`src/rtl/hilo_unit.sv`:
```
// HI/LO special-register unit: one-entry pending write stage in front of the
// architectural HI/LO pair, with optional read forwarding of the pending entry.
module hilo_unit #(
  parameter int DW     = 32,
  parameter bit FWD_EN = 1'b1
) (
  input  logic            clk,
  input  logic            rst,
  input  logic            stall,
  input  logic            flush,
  input  logic            req_valid,
  input  logic [2:0]      req_op,
  input  logic [DW-1:0]   req_hi,
  input  logic [DW-1:0]   req_lo,
  output logic [2*DW-1:0] hilo_out,
  output logic            pend_valid,
  output logic            op_err
);

  localparam logic [2:0] OP_NOP  = 3'b000;
  localparam logic [2:0] OP_MTHI = 3'b001;
  localparam logic [2:0] OP_MTLO = 3'b010;
  localparam logic [2:0] OP_WR   = 3'b011;
  localparam logic [2:0] OP_MADD = 3'b100;
  localparam logic [2:0] OP_MSUB = 3'b101;

  logic [DW-1:0]   arch_hi_q, arch_hi_d;
  logic [DW-1:0]   arch_lo_q, arch_lo_d;
  logic [2*DW-1:0] pend_val_q, pend_val_d;
  logic [1:0]      pend_mask_q, pend_mask_d;
  logic            pend_valid_q, pend_valid_d;
  logic            op_err_q, op_err_d;

  logic [DW-1:0]   fwd_hi, fwd_lo;
  logic [2*DW-1:0] fwd_val, req_val;
  logic [2*DW-1:0] cap_val;
  logic [1:0]      cap_mask;
  logic            op_known, advance, capture, commit;

  // Request handshake: a request is consumed on any edge where req_valid=1,
  // stall=0 and flush=0; there is no ready, so it is captured or dropped then.
  assign advance  = !stall && !flush;
  assign op_known = (req_op != OP_NOP) && (req_op[2:1] != 2'b11);
  assign capture  = req_valid && advance && op_known;
  assign commit   = pend_valid_q && advance;

  // Operand source for read-modify-write ops always sees the pending entry.
  always_comb begin
    fwd_hi = (pend_valid_q && pend_mask_q[1]) ? pend_val_q[2*DW-1:DW] : arch_hi_q;
    fwd_lo = (pend_valid_q && pend_mask_q[0]) ? pend_val_q[DW-1:0]    : arch_lo_q;
  end

  assign fwd_val = {fwd_hi, fwd_lo};
  assign req_val = {req_hi, req_lo};

  always_comb begin
    cap_val  = req_val;
    cap_mask = 2'b11;
    case (req_op)
      OP_MTHI: begin cap_val = {req_hi, fwd_lo}; cap_mask = 2'b10; end
      OP_MTLO: begin cap_val = {fwd_hi, req_lo}; cap_mask = 2'b01; end
      OP_WR:   cap_val = req_val;
      OP_MADD: cap_val = fwd_val + req_val;
      OP_MSUB: cap_val = fwd_val - req_val;
      default: cap_val = req_val;
    endcase
  end

  always_comb begin
    arch_hi_d    = arch_hi_q;
    arch_lo_d    = arch_lo_q;
    pend_val_d   = pend_val_q;
    pend_mask_d  = pend_mask_q;
    pend_valid_d = pend_valid_q;
    op_err_d     = req_valid && advance && (req_op[2:1] == 2'b11);
    if (commit) begin
      if (pend_mask_q[1]) arch_hi_d = pend_val_q[2*DW-1:DW];
      if (pend_mask_q[0]) arch_lo_d = pend_val_q[DW-1:0];
    end
    if (flush) begin
      pend_valid_d = 1'b0;
    end else if (!stall) begin
      if (capture) begin
        pend_val_d   = cap_val;
        pend_mask_d  = cap_mask;
        pend_valid_d = 1'b1;
      end else begin
        pend_valid_d = 1'b0;
      end
    end
  end

  always_ff @(posedge clk or posedge rst) begin
    if (rst) begin
      arch_hi_q    <= '0;
      arch_lo_q    <= '0;
      pend_val_q   <= '0;
      pend_mask_q  <= '0;
      pend_valid_q <= 1'b0;
      op_err_q     <= 1'b0;
    end else begin
      arch_hi_q    <= arch_hi_d;
      arch_lo_q    <= arch_lo_d;
      pend_val_q   <= pend_val_d;
      pend_mask_q  <= pend_mask_d;
      pend_valid_q <= pend_valid_d;
      op_err_q     <= op_err_d;
    end
  end

  assign hilo_out   = FWD_EN ? fwd_val : {arch_hi_q, arch_lo_q};
  assign pend_valid = pend_valid_q;
  assign op_err     = op_err_q;

endmodule

```
`config.mk`:
```
export PLATFORM = sky130hd
export DESIGN_NAME = hilo_unit
export DESIGN_NICKNAME = d
export VERILOG_FILES = /design/src/rtl/hilo_unit.sv
export SDC_FILE = /design/constraint.sdc
export NUM_CORES = 1
export LEC_CHECK = 0
export CAP_MARGIN = 15
export CORE_ASPECT_RATIO = 2
export CORE_UTILIZATION = 45
export DETAILED_ROUTE_END_ITERATION = 6
export GPL_ROUTABILITY_DRIVEN = 0
export GPL_TIMING_DRIVEN = 1
export PLACE_DENSITY = 0.67
export RECOVER_POWER = 50
export SLEW_MARGIN = 25
export SYNTH_ARGS = -nofsm -noshare
export SYNTH_HDL_FRONTEND = slang
export SYNTH_SLANG_ARGS = --single-unit
```
`constraint.sdc`:
```
create_clock -name clk -period 5 [get_ports clk]
set_input_delay 1 -clock clk [delete_from_list [all_inputs] [get_ports clk]]
set_output_delay 1 -clock clk [all_outputs]
set_load 0.01 [all_outputs]
```
# Word-level counts from Yosys, hierarchy flattened
# Cells that the tools add are included.
[op_classes] reduce_logical=14 n_bitwise=2 add_sub_neg=2 eq_ne=7 mux=7
[ops] cell="64-bit one-hot mux with 4 select lines" count=1
[ops] cell="64-bit adder" count=1
[ops] cell="32-bit two-way mux" count=2
[ops] cell="64-bit subtractor" count=1
[ops] cell="1-bit logical AND" count=8
[ops] cell="3-bit == test (second input constant)" count=2
[ops] cell="2-bit one-hot mux with 2 select lines" count=1
[ops] cell="2-bit AND reduction" count=2
[ops] cell="3-bit by 1-bit == test with 1-bit output (second input constant)" count=1
[ops] cell="3-bit by 2-bit == test with 1-bit output (second input constant)" count=1
[ops] cell="1-bit two-way mux" count=3
[ops] cell="3-bit AND reduction" count=1
[ops] cell="3-bit nonzero test" count=1
[ops] cell="2-bit == test (second input constant)" count=1
[ops] cell="1-bit zero test" count=2
[ops] cell="2-bit by 1-bit inequality test with 1-bit output (second input constant)" count=1
[ops] cell="2-bit inequality test (second input constant)" count=1
[ops] cell="1-bit inverter" count=2
[word_totals] ff_bits=132 word_cells=38 output_inout_bits=66 inputBits=72

# Logic depth before layout (Yosys ltp)
# Gate-level depths: netlist of the first run.
[logic_depth] depth_word=7 depth_mapped=23

# Least setup slack after synthesis of the first run
# OpenSTA, ideal clock, no wires.
[synth_path] kind="input -> register" startpoint="in req_lo[12]" endpoint="reg pend_val_q[52]" stages=17 setup_time_ps=134 t_arrival_ps=5509 required_time_ps=4866 setup_slack_ps=-643 cell_sequence="or4_4 -> or3_4 -> or3b_1 -> buf_6 -> nor4_1 -> a41oi_1 -> xnor2_1 -> ha_1 -> nand2_1 -> nor3_1 -> nand3_1 -> or4_1 -> o221a_2 -> o41ai_1 -> xor2_1 -> a221oi_1 -> o21ai_0"
[synth_between] elab_chain_cells=2 elab_cells_between_ends=3 cone_classes="add/sub: 2; mux: 1"
[synth_lines] element="start, declared" line="14" source="input logic [DW-1:0] req_lo,"
[synth_lines] element="64-bit subtractor / 64-bit adder (equally long branches)" line="64, 63"
[synth_lines] element="64-bit one-hot mux with 4 select lines (*)" line="59" source="case (req_op)"
[synth_lines] element="end signal, assigned" line="104" source="pend_val_q <= pend_val_d;"
[synth_lines] element="end, declared" line="29" source="logic [2*DW-1:0] pend_val_q, pend_val_d;"
# Every way passes the cells marked *; elsewhere a longest branch is shown, timed or not.
# A chain may end at the register's enable or synchronous reset.

# Final worst setup path of the first run
[layout_path] startpoint="in req_lo[10]" endpoint="reg pend_val_q[62]"
# The elaborated chain is that of the path after synthesis.

==> results of run 1 <==
critical path, cell delays in order:
cell and delay [ns]:
buf_6 0.09, or4_4 0.53, or3_4 0.37, or3b_1 0.38, buf_6 0.15, nor3_4 0.21
buf_6 0.15, a21oi_4 0.05, xnor2_1 0.12, ha_1 0.29, a21o_1 0.19, a21o_1 0.19
a221o_1 0.35, a221o_1 0.35, nand3b_1 0.21, o211ai_1 0.19, buf_4 0.17, a21oi_4 0.08
buf_6 0.13, a211oi_2 0.20, xnor2_1 0.10, o21ba_2 0.21
where the power goes:
part           internal (mW)  total (mW)  switching [mW]
Clock                  0.713        1.25           0.539
Combinational           2.82        5.52            2.70
Sequential              1.38        1.56           0.175
layout by cell type, fill, tap and decap left out, drive strengths merged, types with 6 or more instances in the layout:
cell | synthesis | routed
nand3 | 22 | 22
or4 | 9 | 9
nor2 | 92 | 92
o31ai | 16 | 16
o21ai | 91 | 91
nor3 | 25 | 25
o21bai | 18 | 18
dlygate4sd2 | 0 | 8
clkbuf | 73 | 23
a221oi | 23 | 23
nor4 | 9 | 9
or3 | 10 | 10
a222oi | 27 | 27
o211ai | 6 | 6
dfrtp | 132 | 132
nand4 | 18 | 18
o41ai | 7 | 7
a31oi | 21 | 21
nor2b | 9 | 9
nand2b | 13 | 13
a21oi | 117 | 117
mux2 | 125 | 125
a21o | 27 | 27
xnor2 | 69 | 69
ha | 64 | 64
buf | 5 | 390
clkdlybuf4s50 | 0 | 123
xor2 | 47 | 47
nand2 | 134 | 134
a211oi | 8 | 8
o22ai | 9 | 9
and3 | 17 | 17
inv | 34 | 37
and2 | 6 | 6
per-layer routing:
metal	routed length [um]	share of wire, %	global-route usage, %	vias to the layer above
met5	0	0	0	-
met3	2570	5.6	6.05	318
li1	-	-	-	5962
met1	14800	32	31.2	6391
met2	23900	52	61.3	658
met4	4350	9.5	29.0	0
worst max-delay path by stage:
stage | to | cells past startpoint
floorplan | pend_val_q[58] | 19
global placement | pend_val_q[62] | 20
detailed placement | pend_val_q[52] | 19
CTS | pend_val_q[62] | 22
global route | pend_val_q[62] | 23
finish | pend_val_q[62] | 22
repair_timing:
item,4_1_cts,5_1_grt
setup endpoints to repair,36,41
hold buffers,0,0
buffers inserted,34,19
pin swaps,62,75
gates resized for setup,106,118
flip-flops by register name, summed over array words and instances (netlist names):
signal       count
arch_hi_q       32
pend_mask_q      2
op_err           1
arch_lo_q       32
pend_val_q      64
pend_valid       1
cell type report:
type                    instances  area share (%)
multi-input cells            1101            49.9
repair buffers                527            25.0
flip-flops and latches        132            18.7
clock buffers                  19            2.57
well taps                     336            2.38
inverters                      34           0.723
clock inverters                13           0.709
diodes                          1          0.0142
through the flow:
step	TNS (ns)	worst slack (ns)	hold slack (ns)	instance area (um2)	std cells
3_5_place_dp	-40.97	-1.33	0.487	15800	2080
2_1_floorplan	-5.18	-0.405	0.462	11700	1345
4_1_cts	-1.56	-0.185	0.500	17000	2145
5_1_grt	-7.47	-0.424	0.516	17600	2163
3_3_place_gp	-36.91	-1.22	0.474	15800	2080
6_report	-4.36	-0.370	0.496	17600	2163
kinds of logic after synthesis:
group | Yosys count | synth area share, %
adders and majority gates | 65 | 7.10
and+or+nand+nor | 375 | 15.5
DFF | 132 | 28.6
xor gates and xnor gates | 116 | 8.79
muxes | 130 | 12.6
buffers and inverters | 112 | 3.70
AOI/OAI and AO/OA | 415 | 23.7
==> metrics, run 1 <==
Via Count=13,300; most frequent cell after synthesis=nand2_1; initial antenna violation count=1; DR DRC count=0; filler cell count=1,897; pwr dens=472 mW/mm2; cells on worst reg2reg path=18; Port Buffers=137; GRT Total Usage=33.7%; Starting Density=46.0%; VDD IR max=0.342 mV; CP Class=input port to flip-flop; Layout Utilization=70.2%; P&R area growth vs syn=52.7%; Startpoint Class=input port; CTS sink cnt=132; Post-synth EDFFs=0; Final Power=8.32 mW; Synth Register Bits=132; Synth cell types=71; worst r2r src=pend_valid; Pins Over Slew Limit=128; fin crit period=5.37 ns; clk root buf=clkbuf_16; prevailing post-synth register cell=dfrtp_1; Vias/cell=6.16; IO Pins=138; hpwl dp=32.4 mm; Core ar.=0.0251 mm2; first-pass GRT wire length=67.8 mm; status=finished, violations left; FF/Latch Area=0.00330 mm2; Ys Warns=0; initial detailed-routing violation count=866; failing checks=capacitance limit, slew limit, setup timing; worst path arrival time=5.73 ns; worst slew pin tran=2.71 ns; fraction of layout cells with a size suffix above 1=38.7%; Synth async-reset ratio=100%; crit path launch=req_lo[10]; Synth Instances=1,345; die area=0.0264 mm2; post-route clock period utilization=107%; unrepaired setup endpoints after global routing=yes; drt pass-1 iters=6; clk slew on worst S/H paths=0.07 ns; Cell Area, Synth=0.0116 mm2; share of the synthesized area in the top cell type=28.6%; FMAX=186 MHz; main area contributors after synthesis=dfrtp_1 (29%), mux2_2 (12%), ha_1 (6.9%); Worst R2R End=pend_val_q[62]; hold path cells=2; TritonCTS clock tree=built; Post-DRT Antenna Nets=0; worst path required time=5.36 ns; Synth top cells by count=nand2_1 (134), dfrtp_1 (132), mux2_2 (125); CP endpoint kind=flip-flop; worst skew pair latency=0.47 ns; GR Overflow Total=0; die width=115 um; vias in the first global route=13,700; worst rel slew slack=-80.5%; Clock Path Buffers=2; hold path start=pend_val_q[46]; sequential cell area fraction in the yosys report=28.6%; LEAKAGE=8.11 nW; MaxCap Viol Count=3; Multi-input gate area=0.00880 mm2; H-tree levels=4; slack of the worst reg-to-reg path=0.62 ns; Fin. Hold Viols=0; hold worst-path end=pend_val_q[46]; crit-path max FO=5; Hold Crit Class=flip-flop to flip-flop; final number of setup-violating endpoints=25; CTS buffer count=17; fin nets=1,950; area leader, netlist=dfrtp_1; synthesized net count=1,482; clk_skew=0.0105 ns; Routed WL per cell=21.1 um; largest net degree at the start of global routing=71; post-route setup slack=-0.370 ns; chip height=229 um; mean post-synth cell area=8.59 um2; Total Wirelength=45.6 mm; Rows=82
(Power assumes the default switching activity.)
==> run 2, diff against run 1 <==
- CORE_UTILIZATION: 45 -> 52
- PLACE_DENSITY: 0.67 -> 0.75
- SETUP_SLACK_MARGIN: unset -> 0.05
==> run 2 against run 1 <==
Compared with the run above: the run now fails in 5_1_grt; synthesized area stayed put; synthesized cell count stayed put.
==> metrics, run 2 <==
Synth Register Bits=132 (unchanged); clk root buf=clkbuf_16; CTS sink cnt=132 (unchanged); Rows=76 (-7.3%); Starting Density=53.3% (+7.3 points); Clock Path Buffers=2 (unchanged); Ys Warns=0 (unchanged); cts hold-fix bufs=0 (unchanged); IO Pins=138 (unchanged); mean post-synth cell area=8.59 um2 (unchanged); largest net degree at the start of global routing=73; Port Buffers=137 (unchanged); status=aborted with a tool error; Run Error=[ERROR GRT-0232] Routing congestion too high. Check the congestion heatmap in the GUI.; main area contributors after synthesis=dfrtp_1 (29%), mux2_2 (12%), ha_1 (6.9%); hpwl dp=32.3 mm (-0.45%); die width=107 um (-6.9%); Stopped at=5_1_grt; H-tree levels=4 (unchanged); Post-synth EDFFs=0 (unchanged); most frequent cell after synthesis=nand2_1; share of the synthesized area in the top cell type=28.6% (unchanged); Worst endpoint type=sequential cell input; chip height=213 um (-6.9%); synthesized net count=1,482 (unchanged); CTS buffer count=17 (unchanged); GRT Total Usage=59.0%; prevailing post-synth register cell=dfrtp_1; GR Overflow Total=5; Synth async-reset ratio=100% (unchanged); area leader, netlist=dfrtp_1; Synth Instances=1,345 (unchanged); Synth top cells by count=nand2_1 (134), dfrtp_1 (132), mux2_2 (125); Synth cell types=71 (unchanged); sequential cell area fraction in the yosys report=28.6% (unchanged); Cell Area, Synth=0.0116 mm2 (unchanged); Worst EP post-GRT repair=pend_val_q[62]$_DFFE_PP0P_/D
==> run 2: cell families after synthesis <==
group                      count (synthesis)  share of synthesized area (%)
AOI/OAI and AO/OA                        415                           23.7
and+or+nand+nor                          375                           15.5
DFF                                      132                           28.6
muxes                                    130                           12.6
xor gates and xnor gates                 116                           8.79
buffers and inverters                    112                           3.70
adders and majority gates                 65                           7.10
==> run 2: metal layers <==
metal | overflow | global-route usage [%]
met1 | 0 | 55.7
met2 | 4 | 84.1
met4 | 1 | 60.7
met5 | 0 | 5.07
met3 | 0 | 35.7
==> run 2: repair_timing <==
action                                  in CTS
endpoints found under the setup margin      43
pin swaps                                  103
resized for setup                          171
setup buffers                               59
==> run 2: per-stage QoR <==
stage          instance area, um2  setup slack (ns)  cells
3_3_place_gp                15600             -1.20   2003
4_1_cts                     17200            -0.222   2091
3_5_place_dp                15600             -1.34   2003
2_1_floorplan               11700            -0.405   1345
==> run 3, diff against run 2 <==
- CORE_ASPECT_RATIO: 2 -> unset
- CORE_UTILIZATION: 52 -> 37
- PLACE_DENSITY: 0.75 -> unset
- PLACE_DENSITY_LB_ADDON: unset -> 0.15
- SETUP_SLACK_MARGIN: 0.05 -> unset
==> run 3 against run 2 <==
Compared with the run above: the flow now finishes, with violations (capacitance limit, slew limit, setup timing).
==> metrics, run 3 (synthesized netlist as in run 1, its figures left out) <==
Clock Path Buffers=2 (unchanged); Layout Utilization=57.7%; die area=0.0319 mm2; Rows=64 (-16%); worst skew pair latency=0.46 ns; Startpoint Class=input port; initial detailed-routing violation count=817; failing checks=capacitance limit, slew limit, setup timing; initial antenna violation count=0; post-route setup slack=-0.215 ns; CTS sink cnt=132 (unchanged); drt pass-1 iters=6; MaxCap Viol Count=2; worst slew pin tran=2.93 ns; filler cell count=2,696; CP endpoint kind=flip-flop; final number of setup-violating endpoints=19; largest net degree at the start of global routing=69; pre-CTS setup slack=-1.30 ns (+0.0408 ns); worst path required time=5.34 ns; GR Overflow Total=0; GRT Total Usage=26.9%; die width=179 um (+66%); crit-path max FO=6; Port Buffers=137 (unchanged); Vias/cell=5.59; fin crit period=5.21 ns; cts hold-fix bufs=0 (unchanged); Starting Density=37.7% (-16 points); IO Pins=138 (unchanged); commonest non-fill, non-tap cell in the layout=buf_4; P&R area growth vs syn=53.2%; clk slew on worst S/H paths=0.05 ns; clk root buf=clkbuf_16; worst path arrival time=5.55 ns; clk_skew=0.0118 ns; commonest cells after routing, fill and taps aside=buf_4 (360), dfrtp_1 (132), nand2_1 (126), mux2_2 (125), clkdlybuf4s50_1 (122); Hold Crit Class=flip-flop to flip-flop; Routed WL per cell=19.1 um; post-route clock period utilization=104%; Post-DRT Antenna Nets=0; status=finished, violations left; FMAX=192 MHz; Pins Over Slew Limit=135; fin nets=1,942; CP Class=input port to flip-flop; CTS buffer count=17 (unchanged); Largest regs=pend_val_q: 64 flops, arch_hi_q: 32 flops, arch_lo_q: 32 flops; Core ar.=0.0307 mm2; hpwl dp=31.3 mm (-3.1%); vias in the first global route=12,100; crit-path cells=buf_6 -> or4_4 -> or3_4 -> or3b_4 -> nor3_4 -> a21oi_2 -> xnor2_1 -> ha_1 -> a21oi_2 -> o21ai_2 -> a221o_1 -> a221o_1 -> nand3b_1 -> o211ai_1 -> buf_4 -> a21oi_4 -> buf_6 -> a211oi_2 -> xnor2_1 -> o21ba_2; VDD IR max=0.301 mV; DR DRC count=0; unrepaired setup endpoints after global routing=yes; max reg flops=64; Via Count=12,400; LEAKAGE=8.08 nW; worst rel slew slack=-96.4%; Largest stage delay, worst path=0.53 ns; antenna cells=0; slowest CP cell=or4_4; Fin. Hold Viols=0; first-pass GRT wire length=66.3 mm; Total Wirelength=42.3 mm; TritonCTS clock tree=built; chip height=179 um (-16%); pwr dens=463 mW/mm2; H-tree levels=4 (unchanged); largest register by flop count=pend_val_q; fraction of layout cells with a size suffix above 1=39.4%
==> run 3: power by group <==
group          leakage, nW  switching [mW]  internal [mW]
clock                0.277           0.503          0.781
sequential            1.68           0.177           1.38
combinational         6.13            2.59           2.77
==> run 3: path summary, 6_finish.rpt <==
| path | slack, ns | from | end | cells after the start |
|---|---|---|---|---|
| max in group asynchronous | 0.65 | rst | pend_val_q[41] | 3 |
| setup / recovery | -0.21 | req_lo[10] | pend_val_q[62] | 20 |
| hold reg to reg | 0.50 | arch_lo_q[25] | arch_lo_q[25] | 1 |
| min in group asynchronous | 1.82 | rst | arch_lo_q[8] | 2 |
| setup reg to reg | 0.56 | pend_valid | pend_val_q[60] | 18 |
| hold / removal | 0.50 | arch_lo_q[25] | arch_lo_q[25] | 1 |
==> run 3: routing by layer <==
metal  GRT usage (%)  part of all wire [%]  up-vias
li1                -                     -     5953
met1            37.5                    47     5996
met2            42.0                    45      363
met3            3.65                   5.5       64
met4            10.3                   2.7        0
met5               0                     0        -
==> run 3: worst max-delay path, delay by kind of cell <==
family                   cells  cell delay [ns]
adder cells (fa/ha/maj)      1             0.31
XOR/XNOR                     2             0.29
buffers and inverters        3             0.38
AO/OA/AOI/OAI                9             1.74
AND/OR/NAND/NOR              5             1.81
==> run 3: metrics by stage <==
| stage | instance area, um2 | hold slack [ns] | power (mW) | std cells | setup TNS [ns] |
|---|---|---|---|---|---|
| 6_report | 17700 | 0.499 | 8.20 | 2213 | -2.37 |
| 5_1_grt | 17700 | 0.513 | 8.73 | 2213 | -10.23 |
| 4_1_cts | 17100 | 0.504 | 7.80 | 2193 | -1.15 |
| 3_5_place_dp | 15900 | 0.489 | 6.15 | 2129 | -39.78 |
| 3_3_place_gp | 15900 | 0.475 | 6.11 | 2129 | -37.74 |
| 2_1_floorplan | 11700 | 0.462 | 4.02 | 1345 | -5.18 |
==> run 3: what timing repair did <==
action / 4_1_cts / 5_1_grt
endpoints found under the setup margin: 40 / 42
gates resized for setup: 123 / 118
pin swaps: 72 / 71
setup buffers: 35 / 23
hold endpoints to repair: 0 / 0
==> run 3: cell type report <==
cell class                      count  area (um2)  share of cell area [%]
Timing Repair Buffer              519        4330                    24.5
Inverter                           34         129                   0.728
Clock buffer                       23         488                    2.76
Tap cell                          396         495                    2.80
Clock inverter                      8         100                   0.565
Sequential cell                   132        3300                    18.7
Multi-Input combinational cell   1101        8850                    50.0
==> run 4, diff against run 3 <==
- clock period: 5 -> 5.9 ns (I/O delays scaled with it)
==> run 4 against run 3 <==
Compared with the run above: the run ends with DRC, capacitance limit, slew limit left; clock power is 16% lower; final area is 9.2% lower; cell count is 4.5% lower; core utilization is 5.3 points lower; global-route usage is 1.3 points lower; count of clock-buffer cells in the layout is 5 lower; highest routed layer unchanged.
==> metrics, run 4 (synthesized netlist as in run 1, its figures left out) <==
Total Wirelength=40.1 mm (-5.3%); Startpoint Class=input port; worst slew pin tran=2.66 ns (-0.269 ns); DR DRC count=3 (+3); filler cell count=2,926 (+8.5%); worst skew pair latency=0.44 ns (-0.02 ns); crit-path cells=clkbuf_2 -> or4_4 -> or3_4 -> or3b_4 -> buf_6 -> nor3_4 -> buf_6 -> a21oi_2 -> xnor2_1 -> ha_1 -> a21o_1 -> a21o_1 -> a221o_1 -> a221o_1 -> nand3b_1 -> o211ai_1 -> a21oi_1 -> buf_4 -> a211oi_2 -> xnor2_1 -> o21ba_2; commonest non-fill, non-tap cell in the layout=buf_4; crit path capture=pend_val_q[62]; first-pass GRT wire length=63.4 mm (-4.5%); fraction of layout cells with a size suffix above 1=28.7% (-11 points); CTS sink cnt=132 (unchanged); cells on worst reg2reg path=17 (-1); Port Buffers=137 (unchanged); Pins Over Slew Limit=122 (-9.6%); hold path start=pend_val_q[0]; Worst R2R End=pend_val_q[58]; unrepaired setup endpoints after global routing=no; MaxCap Viol Count=3 (+1); worst path required time=6.23 ns (+0.89 ns); IO Pins=138 (unchanged); cts hold-fix bufs=0 (unchanged); slack of the worst reg-to-reg path=1.28 ns (+0.72 ns); antenna cells=0 (unchanged); clk slew on worst S/H paths=0.07 ns (+0.02 ns); H-tree levels=4 (unchanged); post-placement cell area=0.0153 mm2 (-3.8%); Final Non-Filler Cells=2,114 (-4.5%); crit path launch=req_lo[10]; Rows=64 (unchanged); Largest stage delay, worst path=0.53 ns (about the same); failing checks=DRC, capacitance limit, slew limit; Post-DRT Antenna Nets=0 (unchanged); initial antenna violation count=0 (unchanged); die width=179 um (unchanged); TritonCTS clock tree=built; clk root buf=clkbuf_16; LEAKAGE=7.35 nW (-9.0%); clk_skew=0.0151 ns (+0.00337 ns); final number of setup-violating endpoints=0 (-19); P&R area growth vs syn=39.1%; setup TNS=0 ns (+2.37 ns); Starting Density=37.7% (unchanged); post-route clock period utilization=96.1%; hold path cells=2 (+1); hpwl dp=29.9 mm (-4.3%); worst path arrival time=6.00 ns (+0.45 ns); GR Overflow Total=0 (unchanged); VDD IR max=0.212 mV (-30%); post-route setup slack=0.228 ns (+0.443 ns); crit-path max FO=4 (-2); Via Count=11,900 (-4.2%); CP Class=input port to flip-flop; CP endpoint kind=flip-flop; Fin. Hold Viols=0 (unchanged); status=finished, violations left; fin crit period=5.67 ns; placed insts=2,076 (-2.5%); pre-CTS setup slack=-0.705 ns (+0.597 ns); CTS buffer count=17 (unchanged); largest net degree at the start of global routing=63 (-8.7%); die area=0.0319 mm2 (unchanged); slowest CP cell=or4_4; Final Power=6.27 mW (-24%); chip height=179 um (unchanged); Hold Crit Class=flip-flop to flip-flop; worst r2r src=pend_valid; Vias/cell=5.61 (+0.32%); Clock Path Buffers=2 (unchanged); FMAX=176 MHz; fin nets=1,842 (-5.1%); Largest regs=pend_val_q: 64 flops, arch_hi_q: 32 flops, arch_lo_q: 32 flops; Routed WL per cell=19.0 um (-0.88%); vias in the first global route=11,800 (-2.4%); drt pass-1 iters=7 (+1); max reg flops=64 (unchanged); initial detailed-routing violation count=943 (+15%); commonest cells after routing, fill and taps aside=buf_4 (274), nand2_1 (134), dfrtp_1 (132), clkdlybuf4s50_1 (127), mux2_2 (125); pwr dens=390 mW/mm2 (-16%); GRT Total Usage=25.6% (-1.3 points); Core ar.=0.0307 mm2 (unchanged); Post-Layout Inst Area=0.0161 mm2 (-9.2%); largest register by flop count=pend_val_q; worst rel slew slack=-78.4% (+18 points)
[run 4: repair_timing]
action                                  in CTS  in global routing
pin swaps                                   10                 24
gates cloned                                 0                  0
gates resized for setup                     20                 39
setup buffers                                3                  3
endpoints found under the setup margin      17                 29
[run 4: layer usage]
| layer | routed length (um) | global-route usage, % | up-vias |
|---|---|---|---|
| li1 | - | - | 5735 |
| met1 | 17400 | 33.0 | 5700 |
| met2 | 19500 | 44.3 | 372 |
| met3 | 2320 | 3.65 | 53 |
| met4 | 848 | 7.13 | 0 |
| met5 | 0 | 0 | - |
[run 4: power breakdown]
part | switching (mW) | internal (mW)
combinational | 1.89 | 1.98
sequential | 0.149 | 1.17
clock | 0.456 | 0.626
total | 2.49 | 3.78
[run 4: worst min path at each step]
stage	slack [ns]	to
3_3_place_gp	0.48	pend_val_q[44]
6_report	0.50	pend_val_q[0]
3_5_place_dp	0.49	pend_val_q[0]
4_1_cts	0.50	pend_val_q[0]
5_1_grt	0.51	arch_lo_q[18]
2_1_floorplan	0.46	pend_val_q[0]
[run 4: cell type report]
cell class,count,area [um2],area share [%]
multi-input combinational,1101,8050,50.1
clock inverter,14,153,0.950
sequential,132,3300,20.6
tap,396,495,3.08
clock buffer,18,429,2.67
inverter,34,129,0.802
timing repair buffer,419,3510,21.9
[run 4: worst max-delay path: cells and delay by family]
kind                     cells  cell delay [ns]
AND/OR/NAND/NOR              5             1.72
XOR/XNOR                     2             0.25
AO/OA/AOI/OAI                9             1.99
adder cells (fa/ha/maj)      1             0.32
buffers and inverters        4             0.54
[run 4: metrics by stage]
step / hold slack (ns) / util, %
floorplan: 0.462 / -
global placement: 0.478 / 49.8
detailed placement: 0.485 / 49.8
CTS: 0.499 / 52.0
global route: 0.512 / 52.4
finish: 0.499 / 52.4
